<file path="src/rtl/cla_seq_ctrl.sv">
// Sequential WIDTH-bit adder: one 4-bit carry-lookahead slice reused per nibble, LSB first.
// Optional macro CLA_SEQ_OVF_EN adds a registered signed-overflow output (ovf).
module cla_seq_ctrl #(
    parameter int unsigned WIDTH = 32
) (
    input  logic             clk,
    input  logic             reset,
    input  logic             start,
    input  logic [WIDTH-1:0] a,
    input  logic [WIDTH-1:0] b,
    input  logic             ci,
    output logic             busy,
    output logic             done,
    output logic [WIDTH-1:0] s,
    output logic             co
`ifdef CLA_SEQ_OVF_EN
    ,
    output logic             ovf
`endif
);

    localparam int unsigned NIB_W   = 4;
    localparam int unsigned NIBBLES = WIDTH / NIB_W;
    localparam int unsigned CNT_W   = (NIBBLES > 1) ? $clog2(NIBBLES) : 1;
    localparam logic [CNT_W-1:0] CNT_LAST = CNT_W'(NIBBLES - 1);

    typedef enum logic [1:0] {
        IDLE = 2'd0,
        RUN  = 2'd1,
        DONE = 2'd2
    } state_e;

    state_e             state_q, state_d;
    logic [CNT_W-1:0]   cnt_q, cnt_d;
    logic [WIDTH-1:0]   a_q, a_d;
    logic [WIDTH-1:0]   b_q, b_d;
    logic               carry_q, carry_d;
    logic [WIDTH-1:0]   ps_q, ps_d;
    logic [WIDTH-1:0]   s_q, s_d;
    logic               co_q, co_d;
    logic               busy_q, busy_d;
    logic               done_q, done_d;
`ifdef CLA_SEQ_OVF_EN
    logic               ovf_q, ovf_d;
`endif

    // Nibble slice: fully expanded lookahead carries from generate/propagate
    logic [NIB_W-1:0] na_c, nb_c, g_c, p_c, sum_c;
    logic             c0_c, c1_c, c2_c, c3_c, c4_c;
    logic [WIDTH-1:0] ps_shift_c;

    always_comb begin
        na_c = a_q[NIB_W-1:0];
        nb_c = b_q[NIB_W-1:0];
        g_c  = na_c & nb_c;
        p_c  = na_c ^ nb_c;
        c0_c = carry_q;
        c1_c = g_c[0] | (p_c[0] & c0_c);
        c2_c = g_c[1] | (p_c[1] & g_c[0]) | (p_c[1] & p_c[0] & c0_c);
        c3_c = g_c[2] | (p_c[2] & g_c[1]) | (p_c[2] & p_c[1] & g_c[0])
             | (p_c[2] & p_c[1] & p_c[0] & c0_c);
        c4_c = g_c[3] | (p_c[3] & g_c[2]) | (p_c[3] & p_c[2] & g_c[1])
             | (p_c[3] & p_c[2] & p_c[1] & g_c[0])
             | (p_c[3] & p_c[2] & p_c[1] & p_c[0] & c0_c);
        sum_c = p_c ^ {c3_c, c2_c, c1_c, c0_c};
        // new sum nibble enters at the top; oldest nibble falls off the bottom
        ps_shift_c = WIDTH'({sum_c, ps_q} >> NIB_W);
    end

    // Next-state and datapath control
    always_comb begin
        state_d = state_q;
        cnt_d   = cnt_q;
        a_d     = a_q;
        b_d     = b_q;
        carry_d = carry_q;
        ps_d    = ps_q;
        s_d     = s_q;
        co_d    = co_q;
        busy_d  = 1'b0;
        done_d  = 1'b0;
`ifdef CLA_SEQ_OVF_EN
        ovf_d   = ovf_q;
`endif
        unique case (state_q)
            IDLE, DONE: begin
                state_d = IDLE;
                if (start) begin
                    state_d = RUN;
                    a_d     = a;
                    b_d     = b;
                    carry_d = ci;
                    cnt_d   = '0;
                    ps_d    = '0;
                    busy_d  = 1'b1;
                end
            end
            RUN: begin
                a_d     = a_q >> NIB_W;
                b_d     = b_q >> NIB_W;
                ps_d    = ps_shift_c;
                carry_d = c4_c;
                cnt_d   = cnt_q + CNT_W'(1);
                busy_d  = 1'b1;
                if (cnt_q == CNT_LAST) begin
                    state_d = DONE;
                    cnt_d   = '0;
                    s_d     = ps_shift_c;
                    co_d    = c4_c;
                    busy_d  = 1'b0;
                    done_d  = 1'b1;
`ifdef CLA_SEQ_OVF_EN
                    ovf_d   = c3_c ^ c4_c;
`endif
                end
            end
            default: begin
                state_d = IDLE;
            end
        endcase
    end

    // State and datapath registers, synchronous reset
    always_ff @(posedge clk) begin
        if (reset) begin
            state_q <= IDLE;
            cnt_q   <= '0;
            a_q     <= '0;
            b_q     <= '0;
            carry_q <= 1'b0;
            ps_q    <= '0;
            s_q     <= '0;
            co_q    <= 1'b0;
            busy_q  <= 1'b0;
            done_q  <= 1'b0;
`ifdef CLA_SEQ_OVF_EN
            ovf_q   <= 1'b0;
`endif
        end else begin
            state_q <= state_d;
            cnt_q   <= cnt_d;
            a_q     <= a_d;
            b_q     <= b_d;
            carry_q <= carry_d;
            ps_q    <= ps_d;
            s_q     <= s_d;
            co_q    <= co_d;
            busy_q  <= busy_d;
            done_q  <= done_d;
`ifdef CLA_SEQ_OVF_EN
            ovf_q   <= ovf_d;
`endif
        end
    end

    assign busy = busy_q;
    assign done = done_q;
    assign s    = s_q;
    assign co   = co_q;
`ifdef CLA_SEQ_OVF_EN
    assign ovf  = ovf_q;
`endif

endmodule

</file>
<file path="config.mk">
export PLATFORM = sky130hd
export DESIGN_NAME = cla_seq_ctrl
export DESIGN_NICKNAME = d
export VERILOG_FILES = /design/src/rtl/cla_seq_ctrl.sv
export SDC_FILE = /design/constraint.sdc
export NUM_CORES = 1
export LEC_CHECK = 0
export ABC_AREA = 1
export BUFFER_PORTS_ARGS = -buffer_cell sky130_fd_sc_hd__buf_4
export CORE_AREA = 3 3 94 114
export CTS_CLUSTER_SIZE = 24
export DETAILED_ROUTE_END_ITERATION = 10
export DIE_AREA = 0 0 97 117
export PLACE_DENSITY_LB_ADDON = 0.05
export SYNTH_ARGS = -nofsm -noshare
export SYNTH_HDL_FRONTEND = slang
export SYNTH_SLANG_ARGS = --single-unit
</file>
<file path="constraint.sdc">
create_clock -name clk -period 1.7 [get_ports clk]
set_input_delay 0.17 -clock clk [delete_from_list [all_inputs] [get_ports clk]]
set_output_delay 0.17 -clock clk [all_outputs]
set_load 0.02 [all_outputs]
</file>
After elaboration in Yosys (flattened, before gate mapping)
Index checks and enable logic that the tools add are counted.
{ "op_classes": {"add_sub_neg": 1, "eq_ne": 5, "n_mux": 18, "bitwise": 30, "n_reduce_logical": 6} }
{ "op_table": {"columns": ["operator", "count"], "rows": [
  ["$pmux W32 S2", 3],
  ["$mux W32", 3],
  ["$and A1 B1 Y1", 16],
  ["$or A1 B1 Y1", 10],
  ["$xor A4 B4 Y4", 2],
  ["$mux W3", 2],
  ["$pmux W3 S2", 1],
  ["$mux W1", 5],
  ["$and A4 B4 Y4", 1],
  ["$ne A2 B2 Y1 const B", 2],
  ["$pmux W1 S2", 2],
  ["$pmux W2 S2", 1],
  ["$reduce_and A2 Y1", 2],
  ["$reduce_or A2 Y1", 2],
  ["$add A3 B1 Y3 const B", 1],
  ["$eq A3 B3 Y1 const B", 1],
  ["$eq A2 B1 Y1 const B", 1],
  ["$eq A2 B2 Y1 const B", 1],
  ["$logic_not A2 Y1", 1],
  ["$mux W2", 1],
  ["$reduce_bool A2 Y1", 1],
  ["$not A1 Y1", 1]
]} }
{ "totals": {"ff_bits": 137, "word_cells": 70} }

Depth between registers and ports, before layout
{ "depth": {"depth_word": 7, "mapped_depth": 10, "depth_no_buf": 10} }

Least setup slack after synthesis
Ideal clock, no wire load.
{ "synth_timing": {"kind": "register to register", "startpoint": "reg a_q[1]", "endpoint": "reg ps_q[30]", "setup_time_ps": 132, "arrival_time_ps": 1232, "setup_slack_ps": 336, "path_stages_with_launch": 6, "period_less_slack_ps": 1364, "cell_sequence": "dfxtp_1 -> ha_1 -> or2_2 -> a21o_1 -> nand3_1 -> a21oi_1"} }
{ "synth_between": {"elab_chain_cells": 6, "word_cells_on_any_way": 9, "classes_between": "mux: 1; bitwise: 8"} }
{ "synth_rtl": {"columns": ["item", "line_no", "rtl"], "rows": [
  ["from (decl)", "35", "logic [WIDTH-1:0] a_q, a_d;"],
  ["from (signal assigned)", "128", "a_q <= '0;"],
  ["from (signal assigned)", "142", "a_q <= a_d;"],
  ["$xor A4 B4 Y4", "56", "p_c = na_c ^ nb_c;"],
  ["$and A1 B1 Y1", "59", "c2_c = g_c[1] | (p_c[1] & g_c[0]) | (p_c[1] & p_c[0] & c0_c);"],
  ["$or A1 B1 Y1 / $and A1 B1 Y1 (equally long branches)", "59", null],
  ["$or A1 B1 Y1 *", "59", null],
  ["$xor A4 B4 Y4 *", "65", "sum_c = p_c ^ {c3_c, c2_c, c1_c, c0_c};"],
  ["$pmux W32 S2 *", "85", "unique case (state_q)"],
  ["to (signal assigned)", "145", "ps_q <= ps_d;"],
  ["to (decl)", "38", "logic [WIDTH-1:0] ps_q, ps_d;"]
]} }
Mark *: on every way between the ends. The rest lies on a longest branch, timed or not.
A chain may end at the register's enable or synchronous reset.

Worst setup path in the final report
{ "layout_timing": {"startpoint": "reg cnt_q[0]", "endpoint": "reg s_q[14], in the netlist s[14]"} }
{ "layout_between": {"elab_chain_cells": 2} }
{ "layout_rtl": {"columns": ["item", "line_no", "rtl"], "rows": [
  ["from (decl)", "34", "logic [CNT_W-1:0] cnt_q, cnt_d;"],
  ["from (signal assigned)", "141", "cnt_q <= cnt_d;"],
  ["$eq A3 B3 Y1", "105", "if (cnt_q == CNT_LAST) begin"],
  ["$reduce_and A2 Y1 (no line)", null, null],
  ["to (signal assigned)", "132", "s_q <= '0;"],
  ["to (signal assigned)", "146", "s_q <= s_d;"],
  ["to (decl)", "39", "logic [WIDTH-1:0] s_q, s_d;"]
]} }
No other way between the ends.

==> results summary <==
The filler cells instantiated in the layout total 779. Once the floorplan was initialized, standard cells occupied approximately 56% of the core. In this run the worst path has a maximum fanout of 26. After synthesis, the netlist uses 29 different library cells.

The global-route total usage across every layer came out at a little over a fifth. The final clock skew is 9.83 ps. The setup TNS is 0 ps. The worst register-to-register path ends at s[14]. The number of cells on the worst reg-to-reg path is 8. For the worst setup path, the data arrival time is 1850 ps.

The multi-input combinational cells in the finished layout cover a total of ~2400 um2. The placer's final routability congestion estimate is between 0.7 and 0.8. The number of nets produced by synthesis came out at 747. The cell sitting at the root of the clock tree is a clkbuf_16. The share of final-layout standard cells stronger than drive strength 1 came out at between 20% and 30%.

The final net count is approximately 830. The DRC marker count from the first detailed-route iteration is around 180. The timing startpoint of the critical path is cnt_q[0]. The flow ran to the end, and the final reports show no timing, DRC or antenna violations. The minimum setup slack in the final design came out at between 200 and 250 ps. The synthesized design contains between 100 and 150 register bits. The finished layout holds just under 900 standard cells, fillers aside. dfxtp_1 takes more of the synthesized area than any other cell. Of all flip-flops after synthesis, the portion carrying an async set or reset was 0%. The layout overhead on the synthesized area came out at 26.5%. The maximum vdd drop is around 0.00092 V. The count of final max-slew check failures came out at 0. The required time of the critical path came out at ~2000 ps. The number of search-and-repair iterations in the first detailed-routing pass is 5. Counting instances in the post-synthesis netlist gives the leading cell types as 143 x nand2_1, 133 x dfxtp_1, 123 x nor2_1, 45 x a21oi_1, 41 x o21ai_0.

The y dimension of the die is about 120 um. In this run, placement finished with an instance count of approximately 860. The count of antenna-violating nets left after detailed routing came out at 0. Each instance of the synthesized netlist takes up on average 7.95 um2. The sequential standard cell area came out at between 2000 and 3000 um2. STA classifies the critical path endpoint as a flip-flop. At the pin with the least slew margin, the transition time is ~510 ps.

For this design the static power due to leakage is ~0.003 uW. The H-tree level count came out at 4. The tightest slew margin relative to the limit came out at ~66%. The share of synthesized area in the top cell type comes to 49.8%. The mapped netlist covers ~5300 um2.

The clock latency at the later pin of the worst-skew pair is a little over 400 ps. The number of buffers created by CTS is 17. The pre-CTS setup slack came out at approximately 65 ps. The wire length of the first global-routing pass is 19800 um. The total placed instance area came out at 6120 um2. The CTS clock-pin slew for the worst setup and hold paths is ~50 ps.

Among all flip-flop cells after synthesis, the most frequent one is dfxtp_1. The tightest min-delay check is of the in2reg type. The maximum number of pins on one net before global-route repair came out at 60. The die outline area is 11300 um2. CTS saw about 130 sinks.

The count of final hold-check violations came out at 0. In the post-synthesis netlist, the biggest area contributors are dfxtp_1 50%, nand2_1 10%, nor2_1 8.6%. The worst setup path is of the reg2reg kind. After detailed routing, the average wire length per cell comes to between 10 and 15 um. The cell count after synthesis came out at around 670. The detailed router placed roughly 4600 vias in this run. The floorplan has 39 rows.

The CTS tree is built. Summing all non-filler instances in the final layout gives an area of slightly below 7000 um2. The share of the yosys chip area belonging to registers came out at between 40% and 50%. The worst setup path is launched from a flip-flop. The half-perimeter wire length after placement is slightly below 8000 um. The number of max-cap violations is 0. The core region area came out at 9610 um2. Setup violations remaining at the end of the flow were counted as 0. The count of buffers inserted at the top-level ports came out at slightly above 100. The post-CTS setup buffer count came out at 0.

The most critical setup path has its endpoint at s[14]. The post-detailed-routing wire length is around 12000 um. The startpoint identified for the worst register-to-register timing path is cnt_q[0]. The per-cell via count in the routed design came out at a little over 5. The final cycle utilization of the critical path came out at between 80% and 90%.

The count of yosys warnings during synthesis came out at 0. The register-to-register setup slack is 210 ps. The post-route minimum period came out at roughly 1500 ps. The number of design rule violations left after detail routing is 0.

For this run, the top clock speed supported by timing is 669 MHz. During I/O placement, the number of pins put on the boundary was around 100. Setup repair after global routing left no endpoint under its margin. The die width came out at approximately 97 um. The number of buffers between clock root and the deepest sink came out at 2. The initial antenna violation count came out at 0. The power density over cell area came out at 1200 nW/um2. The number of enable flip-flop cells after synthesis is 0.

The number of global-route vias before repair came to 4397. The sum of overflow across all layers after global routing came out at 0. The number of antenna diodes in the final layout is 0.

The most frequent cell after synthesis is nand2_1. The total power came out at ~8100 uW.
## metrics by stage
step / util [%] / hold WS (ps)
after floorplan: - / 319
after global placement: 63.7 / 450
after detailed placement: 63.7 / 447
after CTS: 70.3 / 22.2
after global routing: 70.3 / 32.0
final: 70.3 / 33.1
## layout make-up
cell class	instances	area share [%]
clock buffer	22	6.72
clock inverter	10	2.63
inverter	16	1.04
multi-input combinational	478	35.0
sequential	133	39.4
tap	123	2.28
timing repair buffer	112	13.0
## where the power goes
| group | internal, uW | switching (uW) |
|---|---|---|
| sequential | 3290 | 95.0 |
| clock | 2630 | 1270 |
| combinational | 340 | 492 |
## worst min-delay path by stage
stage / start / endpoint / slack [ps] / cells after the start
after global placement: ps_q[28] / s[24] / 450 / 2
after detailed placement: b[29] / b_q[29] / 450 / 3
after CTS: b[29] / b_q[29] / 20 / 3
after floorplan: a[28] / a_q[28] / 320 / 2
after global routing: b[31] / b_q[31] / 30 / 3
final: b[29] / b_q[29] / 30 / 3
## critical path, cell delays in order (launching register included)
cell     delay [ps]
dfxtp_1         350
ha_1            170
ha_1            140
inv_1            80
nor2_4          200
nand2_1         160
inv_6           190
nand2_1          90
nand2_1          60
## cells in the final DEF (no fill, tap or decap), drive strengths merged
cell type	synthesis	final
nand3	31	31
nor2	125	125
clkinv	1	5
clkinvlp	0	1
dfxtp	133	133
bufinv	0	5
clkbuf	16	22
o21a	2	2
nand2	145	145
a21oi	45	45
nor3	56	56
buf	29	112
inv	15	15
fa	1	1
or2	1	1
o21ai	62	62
xor2	1	1
a21o	1	1
ha	6	6
nand4	2	2
## routing by layer
layer	vias to the layer above	GRT usage (%)	part of all wire, %
li1	2362	-	-
met1	2100	25.0	42
met2	148	37.2	51
met3	26	5.45	5.3
met4	0	10.5	2.6
met5	-	0	0
## timing repair
| action | in CTS | in global routing |
|---|---|---|
| hold buffers | 0 | 0 |
| gates resized for setup | 0 | 3 |
| endpoints found under the setup margin | 0 | 25 |
## state kept, by name, indices dropped and copies added, names as in the netlist
register  flops
a_q          32
b_q          32
s            32
ps_q         28
cnt_q         3
state_q       2
busy          1
c0_c          1
co            1
done          1
## cells by family (layout without fill, tap and decap cells)
group | after synthesis | count (layout) | synth area share (%)
AOI/OAI and AO/OA | 110 | 110 | 10.4
xor gates and xnor gates | 1 | 1 | 0.164
adders and majority gates | 7 | 7 | 1.78
buffers and inverters | 61 | 160 | 5.97
DFF | 133 | 133 | 49.8
and+or+nand+nor | 360 | 360 | 31.8
Power figures use the tool's default switching activity.
